--- src/rtl/spi_tx_queue_if.sv ---
// Handshake bundle between spi_tx_queue and its upstream writer / downstream SPI master.
// The flush input exists only when SPI_TX_QUEUE_FLUSH_EN is defined.
interface spi_tx_queue_if #(
  parameter int unsigned width = 8,
  parameter int unsigned depth = 16
);
  logic                     wr_en;
  logic [width-1:0]         wr_data;
  logic                     full;
  logic                     empty;
  logic [$clog2(depth):0]   count;
  logic                     ovf;
  logic                     busy;
  logic [width-1:0]         spi_din;
  logic                     spi_tx_vld;
  logic                     spi_done;
`ifdef SPI_TX_QUEUE_FLUSH_EN
  logic                     flush;
`endif

  modport slave (
    input  wr_en, wr_data, spi_done,
`ifdef SPI_TX_QUEUE_FLUSH_EN
    input  flush,
`endif
    output full, empty, count, ovf, busy, spi_din, spi_tx_vld
  );

  modport master (
    output wr_en, wr_data, spi_done,
`ifdef SPI_TX_QUEUE_FLUSH_EN
    output flush,
`endif
    input  full, empty, count, ovf, busy, spi_din, spi_tx_vld
  );
endinterface

--- src/rtl/spi_tx_queue.sv ---
// Transmit FIFO plus frame sequencer feeding an SPI master one word per frame.
// Optional SPI_TX_QUEUE_FLUSH_EN adds a flush input that empties the queue.
module spi_tx_queue #(
  parameter int unsigned width = 8,
  parameter int unsigned depth = 16,
  parameter int unsigned gap   = 2
) (
  input logic            clk,
  input logic            rst,
  spi_tx_queue_if.slave  bus
);
  localparam int unsigned AW = $clog2(depth);
  localparam int unsigned CW = AW + 1;
  localparam int unsigned GW = 4;

  typedef enum logic [1:0] {StIdle, StSend, StWait, StGap} state_e;

  state_e           state_q, state_d;
  logic [AW-1:0]    wr_ptr_q, wr_ptr_d;
  logic [AW-1:0]    rd_ptr_q, rd_ptr_d;
  logic [CW-1:0]    count_q, count_d;
  logic             ovf_q, ovf_d;
  logic [GW-1:0]    gap_cnt_q, gap_cnt_d;
  logic [width-1:0] din_q, din_d;
  logic [width-1:0] mem_q [depth];

  logic full, empty, flush, wr_acc, pop;

`ifdef SPI_TX_QUEUE_FLUSH_EN
  assign flush = bus.flush;
`else
  assign flush = 1'b0;
`endif

  assign full   = (count_q == CW'(depth));
  assign empty  = (count_q == '0);
  // A full FIFO rejects writes even when a pop frees a slot in the same cycle.
  assign wr_acc = bus.wr_en && !full && !flush;

  always_comb begin
    state_d   = state_q;
    gap_cnt_d = gap_cnt_q;
    din_d     = din_q;
    pop       = 1'b0;
    unique case (state_q)
      StIdle: begin
        if (!empty && !flush) begin
          pop     = 1'b1;
          din_d   = mem_q[rd_ptr_q];
          state_d = StSend;
        end
      end
      StSend: state_d = StWait;
      StWait: begin
        if (bus.spi_done) begin
          if (gap == 0) begin
            state_d = StIdle;
          end else begin
            state_d   = StGap;
            gap_cnt_d = GW'(gap);
          end
        end
      end
      StGap: begin
        if (gap_cnt_q == '0) begin
          state_d = StIdle;
        end else begin
          gap_cnt_d = gap_cnt_q - GW'(1);
        end
      end
      default: state_d = StIdle;
    endcase
  end

  always_comb begin
    wr_ptr_d = wr_ptr_q;
    rd_ptr_d = rd_ptr_q;
    count_d  = count_q;
    ovf_d    = ovf_q | (bus.wr_en && full);
    if (flush) begin
      wr_ptr_d = '0;
      rd_ptr_d = '0;
      count_d  = '0;
      ovf_d    = 1'b0;
    end else begin
      if (wr_acc) wr_ptr_d = wr_ptr_q + AW'(1);
      if (pop)    rd_ptr_d = rd_ptr_q + AW'(1);
      unique case ({wr_acc, pop})
        2'b10:   count_d = count_q + CW'(1);
        2'b01:   count_d = count_q - CW'(1);
        default: count_d = count_q;
      endcase
    end
  end

  always_ff @(posedge clk) begin
    if (rst) begin
      state_q   <= StIdle;
      wr_ptr_q  <= '0;
      rd_ptr_q  <= '0;
      count_q   <= '0;
      ovf_q     <= 1'b0;
      gap_cnt_q <= '0;
      din_q     <= '0;
    end else begin
      state_q   <= state_d;
      wr_ptr_q  <= wr_ptr_d;
      rd_ptr_q  <= rd_ptr_d;
      count_q   <= count_d;
      ovf_q     <= ovf_d;
      gap_cnt_q <= gap_cnt_d;
      din_q     <= din_d;
    end
  end

  // Storage needs no reset; occupancy is governed by the pointers and count.
  always_ff @(posedge clk) begin
    if (!rst && wr_acc) mem_q[wr_ptr_q] <= bus.wr_data;
  end

  assign bus.full       = full;
  assign bus.empty      = empty;
  assign bus.count      = count_q;
  assign bus.ovf        = ovf_q;
  assign bus.busy       = (state_q != StIdle);
  assign bus.spi_din    = din_q;
  assign bus.spi_tx_vld = (state_q == StSend);
endmodule
--- src/flat_wrapper.sv ---
// flat-port wrapper written by rule: the top's interface ports become plain ports
module spi_tx_queue_flat 
#(
  parameter int unsigned width = 8,
  parameter int unsigned depth = 16,
  parameter int unsigned gap   = 2
)
  (clk, rst, bus_wr_en, bus_wr_data, bus_spi_done, bus_full, bus_empty, bus_count, bus_ovf, bus_busy, bus_spi_din, bus_spi_tx_vld);
  spi_tx_queue_if #(.width(width), .depth(depth)) bus_i ();
  input logic clk;
  input logic rst;
  input wire logic [$bits(bus_i.wr_en)-1:0] bus_wr_en;
  input wire logic [$bits(bus_i.wr_data)-1:0] bus_wr_data;
  input wire logic [$bits(bus_i.spi_done)-1:0] bus_spi_done;
  output wire logic [$bits(bus_i.full)-1:0] bus_full;
  output wire logic [$bits(bus_i.empty)-1:0] bus_empty;
  output wire logic [$bits(bus_i.count)-1:0] bus_count;
  output wire logic [$bits(bus_i.ovf)-1:0] bus_ovf;
  output wire logic [$bits(bus_i.busy)-1:0] bus_busy;
  output wire logic [$bits(bus_i.spi_din)-1:0] bus_spi_din;
  output wire logic [$bits(bus_i.spi_tx_vld)-1:0] bus_spi_tx_vld;
  assign bus_i.wr_en = bus_wr_en;
  assign bus_i.wr_data = bus_wr_data;
  assign bus_i.spi_done = bus_spi_done;
  assign bus_full = bus_i.full;
  assign bus_empty = bus_i.empty;
  assign bus_count = bus_i.count;
  assign bus_ovf = bus_i.ovf;
  assign bus_busy = bus_i.busy;
  assign bus_spi_din = bus_i.spi_din;
  assign bus_spi_tx_vld = bus_i.spi_tx_vld;
  spi_tx_queue #(.width(width), .depth(depth), .gap(gap)) u_core (.clk(clk), .rst(rst), .bus(bus_i));
endmodule
--- config.mk ---
export PLATFORM = sky130hd
export DESIGN_NAME = spi_tx_queue_flat
export DESIGN_NICKNAME = d
export VERILOG_FILES = /design/src/rtl/spi_tx_queue_if.sv /design/src/rtl/spi_tx_queue.sv /design/src/flat_wrapper.sv
export SDC_FILE = /design/constraint.sdc
export NUM_CORES = 1
export LEC_CHECK = 0
export CORE_AREA = 2 2 100 126
export CTS_CLUSTER_DIAMETER = 150
export DETAILED_ROUTE_END_ITERATION = 6
export DIE_AREA = 0 0 102 128
export PLACE_DENSITY = 0.75
export SKIP_CTS_REPAIR_TIMING = 1
export SLEW_MARGIN = 5
export SYNTH_ARGS = -nofsm -noshare
export SYNTH_HDL_FRONTEND = slang
export SYNTH_SLANG_ARGS = --single-unit
--- constraint.sdc ---
create_clock -name clk -period 2.85 [get_ports clk]
set_clock_uncertainty 0.2 [all_clocks]
set_input_delay 0.57 -clock clk [delete_from_list [all_inputs] [get_ports clk]]
set_output_delay 0.57 -clock clk [all_outputs]
set_load 0.05 [all_outputs]
# Word level (Yosys, flattened, before mapping)
# Memories as Yosys holds them, arrays and structs flattened. A register that Yosys moved wholly into a read port is not among the register bits.
# Cells that the tools add are included.
# word_totals
in_bits	12
output_inout_bits	18
elab_cells	50
memories	1
regBits	20
ramBits	128
# mem_list
memory	depth	width	rd	rd_ports_with_merged_regs	wr	line	text
u_core.mem_q	16	8	1	1	1	spi_tx_queue.sv:25	logic [width-1:0] mem_q [depth];
# op_classes
mux	12
reduce_logical	14
n_addsub	5
n_bitwise	2
eq_ne	10
# ops
operator	n
$pmux W5 S2	1
$add A4 B1 Y4 const B	2
$mux W4	2
$pmux W2 S4	1
$pmux W4 S2	1
$eq A2 B2 Y1 const B	3
$mux W2	3
$ne A2 B2 Y1 const B	3
$reduce_and A3 Y1	2
$reduce_bool A2 Y1	3
$add A5 B1 Y5 const B	1
$eq A5 B5 Y1 const B	1
$logic_not A5 Y1	1
$sub A5 B1 Y5 const B	1
$eq A2 B1 Y1 const B	2
$logic_not A4 Y1	1
$mux W1	4
$sub A4 B1 Y4 const B	1
$logic_and A1 B1 Y1	3
$logic_not A1 Y1	2
$logic_not A2 Y1	1
$ne A2 B1 Y1 const B	1
$reduce_and A2 Y1	1
$not A1 Y1	1
$or A1 B1 Y1	1

# Longest topological paths before layout
# logic_depth
word_depth	6
ltp_mapped	13
mapped_depth_nobuf	12

# Worst setup path after synthesis
# Ideal clock, no wire load.
# synth_path
path_kind	reg-to-reg
startpoint	reg u_core.count_q[0] (netlist: u_core.bus.count[0])
endpoint	reg u_core.count_q[4] (netlist: u_core.bus.count[4])
required_ps	2527
synth_period_minus_slack_ps	3218
setup_time_ps	123
path_buffers	1
path_slack_ps	-368
path_stages_with_launch	12
arrival_ps	2895
path_cell_list	dfxtp_1 > nor4_4 > a21oi_1 > buf_2 > ha_1 > inv_1 > fa_1 > nor2b_1 > o21ai_0 > nand3_1 > or3b_1 > mux2_1
# synth_via
elab_chain_len	5
word_cells_on_any_way	12
classes_between	add/sub: 2; eq/ne: 3; mux: 3; reduce/logical: 4
# synth_rtl
element	line	text
start, declared	spi_tx_queue.sv:21	logic [CW-1:0] count_q, count_d;
start signal, assigned	spi_tx_queue.sv:109	count_q <= count_d;
$logic_not A5 Y1 (*)	spi_tx_queue.sv:36	assign empty = (count_q == '0);
$mux W1 (*)	spi_tx_queue.sv:47	if (!empty && !flush) begin
$mux W1 (*)	spi_tx_queue.sv:45	unique case (state_q)
via u_core.pop	spi_tx_queue.sv:27	logic full, empty, flush, wr_acc, pop;
$eq A2 B1 Y1 / $eq A2 B2 Y1 (equally long branches)	spi_tx_queue.sv:88	unique case ({wr_acc, pop})
$pmux W5 S2 / $reduce_bool A2 Y1 (equally long branches)	--	
# The timed path passes the listed nets; every way through them passes the cells marked *.
# A chain may end at the register's enable or synchronous reset.

# Final worst setup path
# layout_path
startpoint	reg u_core.count_q[0] (netlist: u_core.bus.count[0])
endpoint	reg u_core.count_q[4] (netlist: u_core.bus.count[4])
# layout_via
elab_chain_len	5
word_cells_on_any_way	12
classes_between	add/sub: 2; eq/ne: 3; mux: 3; reduce/logical: 4
# layout_rtl
element	line
$logic_not A5 Y1 / $eq A5 B5 Y1 (equally long branches)	spi_tx_queue.sv:36, spi_tx_queue.sv:35
$mux W1 / $logic_not A1 Y1 (equally long branches)	spi_tx_queue.sv:47, spi_tx_queue.sv:38
$mux W1 / $logic_and A1 B1 Y1 (equally long branches)	spi_tx_queue.sv:45, spi_tx_queue.sv:38
$eq A2 B1 Y1 / $eq A2 B2 Y1 (equally long branches)	spi_tx_queue.sv:88
$pmux W5 S2 / $reduce_bool A2 Y1 (equally long branches)	--
# Parallel ways exist; a longest one is shown, timed or not.

==> key figures <==
Setup path
  • CP Capture Type: flop
  • WP data arrival: about 2.8 ns
  • CP Launch Type: flop
  • Crit path launch: u_core.bus.count[0]
  • R2r setup slk: 0.14 ns
  • R2R Path End: u_core.bus.count[4]
  • Worst-case reg-to-reg path depth: 11
  • Critical Path, Cell by Cell: nor4_4 -> a21boi_2 -> inv_2 -> ha_4 -> inv_2 -> fa_2 -> nor2b_4 -> o21ai_2 -> nand3_1 -> or3b_1 -> mux2_1
  • CP max FO: 4
  • Most used cell along the critical path: inv_2
  • Critical path class: flop to flop
  • Critical R2R Launch: u_core.bus.count[0]
  • Critical-path top delay cell: nor4_4
  • WP data required: around 3.0 ns
  • Largest stage delay, worst path: 0.37 ns

Route
  • Routed length on met3: 566 µm
  • Initial detailed-routing violation count: 255
  • Uppermost layer routed: met4
  • Routed wire length: 12.5 mm
  • WL met2: 6.57 mm
  • DRC viols: 0
  • Vias/cell: 5.60
  • Pre-Repair DR Iteration Count: 4
  • WL/cell: ~20 µm
  • Routed Antenna Nets: 0
  • M1 WL: 5.14 mm
  • Total number of vias: 3555

Clock network
  • TritonCTS clock tree: done
  • Clock transition at path regs: ~0.060 ns
  • TritonCTS buffer count: 17
  • Clock sink total: 156
  • Clk_lat worst skew: 0.41 ns
  • Clock Root Buffer: clkbuf_16
  • CTS max path bufs: 2
  • H-tree lvl count: 4

Floorplan
  • Die ar.: 0.0131 mm²
  • Die height: 128 µm
  • Initial Util: 0.530
  • Core area: 0.0119 mm²
  • # rows: 45
  • Die W: 102 µm
  • Num ports: 30

Timing
  • Slew margin rel.: 0.538
  • Period utilization: 0.952
  • Max-slew violations: 0
  • Fin crit period: 2.71 ns
  • Max Fclk: 369 MHz
  • Final number of hold-violating endpoints: 0
  • Worst Slack Setup Final: between 0.1 and 0.15 ns
  • Worst Tran Pin Value: around 0.69 ns
  • Final setup fails: 0

Min path
  • Hold wc startpoint: u_core.bus.ovf
  • Hold endpoint: u_core.bus.ovf
  • Worst Hold Class: flop to flop
  • Hold Path Depth: 2

Synth
  • Post-Synth Simple-Gate Area: 0.0679
  • Share of flip-flops with an asynchronous set or reset: 0
  • Post-synth EDFFs: 128
  • Most frequent cell after synthesis: edfxtp_1
  • Most frequent cells after synthesis: 128 x edfxtp_1, 54 x nor2_1, 35 x mux2i_1
  • Post-Synth XOR/XNOR Area: 0.0152
  • Register area share after synthesis: 0.696
  • Synth Register Bits: 156
  • Top_reg_cell synth: edfxtp_1
  • Post-synth top area share: 0.608
  • Syn avg cell area: between 15 and 20 µm²
  • Ys Warns: 0
  • Cell variety after synth: 38
  • Combinational family with the most area after synthesis: multiplexers
  • Synth top area cells: edfxtp_1 61%, dfxtp_1 8.9%, mux4_2 5.7%
  • Synth area leader: edfxtp_1
  • Syn_nets: 429
  • Compound-Gate Fraction of Synth Area: 0.0514
  • Syn Inst Count: 402
  • Post-Syn Area: 0.00632 mm²
  • Mux cell area share after synthesis: 0.114
  • Post-synthesis adder-cell area fraction: 0.0309

Layout
  • Layout Nets: 485
  • Register area: 0.00441 mm²
  • Final cell utilization of the core: 0.635
  • Filler cells: about 900
  • Multi-input logic area: 0.00181 mm²
  • Antenna Cells: 0
  • Area grow syn2layout: 19.9%
  • Layout cell share with drive strength beyond 1: 0.202
  • Post-Layout Cell Count: roughly 640

Place
  • Routability Congestion: 0.798
  • PortBufs: 29
  • DPL Wire Length: between 7 and 8 mm
  • DP Cell Count: 602
  • Worst slack, placed: -0.308 ns

Run
  • Max_cap viols: 0

Global routing
  • Number of global-route vias before repair: ~3600
  • Initial antenna violation count: 0
  • Largest net degree at the start of global routing: 35
  • Total congestion overflow: 0
  • Gr usage total: 0.207
  • First-pass GRT wire length: 19.4 mm

Pwr
  • VDD IR max: 0.402 mV
  • Pwr Density: 895 mW/mm²
  • Pleak: 2.51 nW

Status
  • Status: complete, no violations
## critical path: cells and delay by family, from the launching register on
family,cells,cell delay [ns]
AO/OA/AOI/OAI,2,0.18
adder cells (fa/ha/maj),2,0.51
buffers and inverters,2,0.12
flip-flops,1,0.33
multiplexers,1,0.31
AND/OR/NAND/NOR,4,0.93
## cells by family after synthesis
family,count (synthesis)
flip-flops,156
AND/OR/NAND/NOR,89
multiplexers,52
AO/OA/AOI/OAI,47
buffers and inverters,32
adder cells (fa/ha/maj),15
XOR/XNOR,11
## registers in the layout, summed over array words and instances, names as in the netlist
name                count
u_core.bus.count        5
u_core.bus.ovf          1
u_core.bus.spi_din      8
u_core.gap_cnt_q        4
u_core.mem_q          128
u_core.rd_ptr_q         4
u_core.state_q          2
u_core.wr_ptr_q         4
## cell usage in the layout, fill, tap and decap left out, types with 2 or more instances in the layout
master	n
ha_4	2
nand2_1	7
buf_4	27
mux2i_1	35
dfxtp_2	6
nand4_1	2
bufinv_16	3
nand3_1	2
xor2_1	7
nor2b_1	5
dfxtp_1	22
a22oi_1	8
inv_6	3
clkinv_2	2
a311oi_1	9
edfxtp_1	128
and2_1	5
clkdlybuf4s50_1	27
clkinvlp_4	4
or3b_2	2
inv_1	8
inv_2	4
a21oi_1	8
nor2_1	54
ha_1	12
clkbuf_16	17
mux4_2	16
xnor2_1	4
or3_1	2
nand3b_1	2
o22ai_1	16
clkinv_1	3
nor3_1	3
## how the worst max path moves through the flow
| stage | endpoint | cells after the start |
|---|---|---|
| 6_report | u_core.bus.count[4] | 11 |
| 2_1_floorplan | u_core.bus.count[4] | 13 |
| 4_1_cts | bus_full | 3 |
| 5_1_grt | u_core.bus.count[4] | 11 |
| 3_5_place_dp | u_core.bus.count[4] | 10 |
| 3_3_place_gp | u_core.bus.count[4] | 10 |
## final cells by class
class | count | area share
flip-flops and latches | 156 | 0.582
multi-input cells | 214 | 0.239
clock buffers | 17 | 0.0561
clock inverters | 15 | 0.0223
well taps | 164 | 0.0271
inverters | 13 | 0.00693
repair buffers | 56 | 0.0667
## where the power goes
| group | switching (mW) | total [mW] | internal (mW) |
|---|---|---|---|
| sequential | 0.107 | 2.72 | 2.61 |
| clock | 0.888 | 2.26 | 1.37 |
| combinational | 1.05 | 1.80 | 0.748 |
## routing by layer
metal | global-route usage | vias up
li1 | - | 1644
met1 | 0.262 | 1796
met2 | 0.344 | 99
met3 | 0.0414 | 16
met4 | 0.0894 | 0
met5 | 0 | -
## through the flow
step	hold WS [ns]	power (mW)	setup TNS, ns	area, µm²
2_1_floorplan	0.285	4.06	-0.0889	6370
3_3_place_gp	0.263	4.49	-0.272	6960
3_5_place_dp	0.257	4.56	-0.308	6960
4_1_cts	0.271	6.81	-0.112	7560
5_1_grt	0.294	7.06	-0.00869	7580
6_report	0.265	6.79	0	7580
Power figures use the tool's default switching activity.
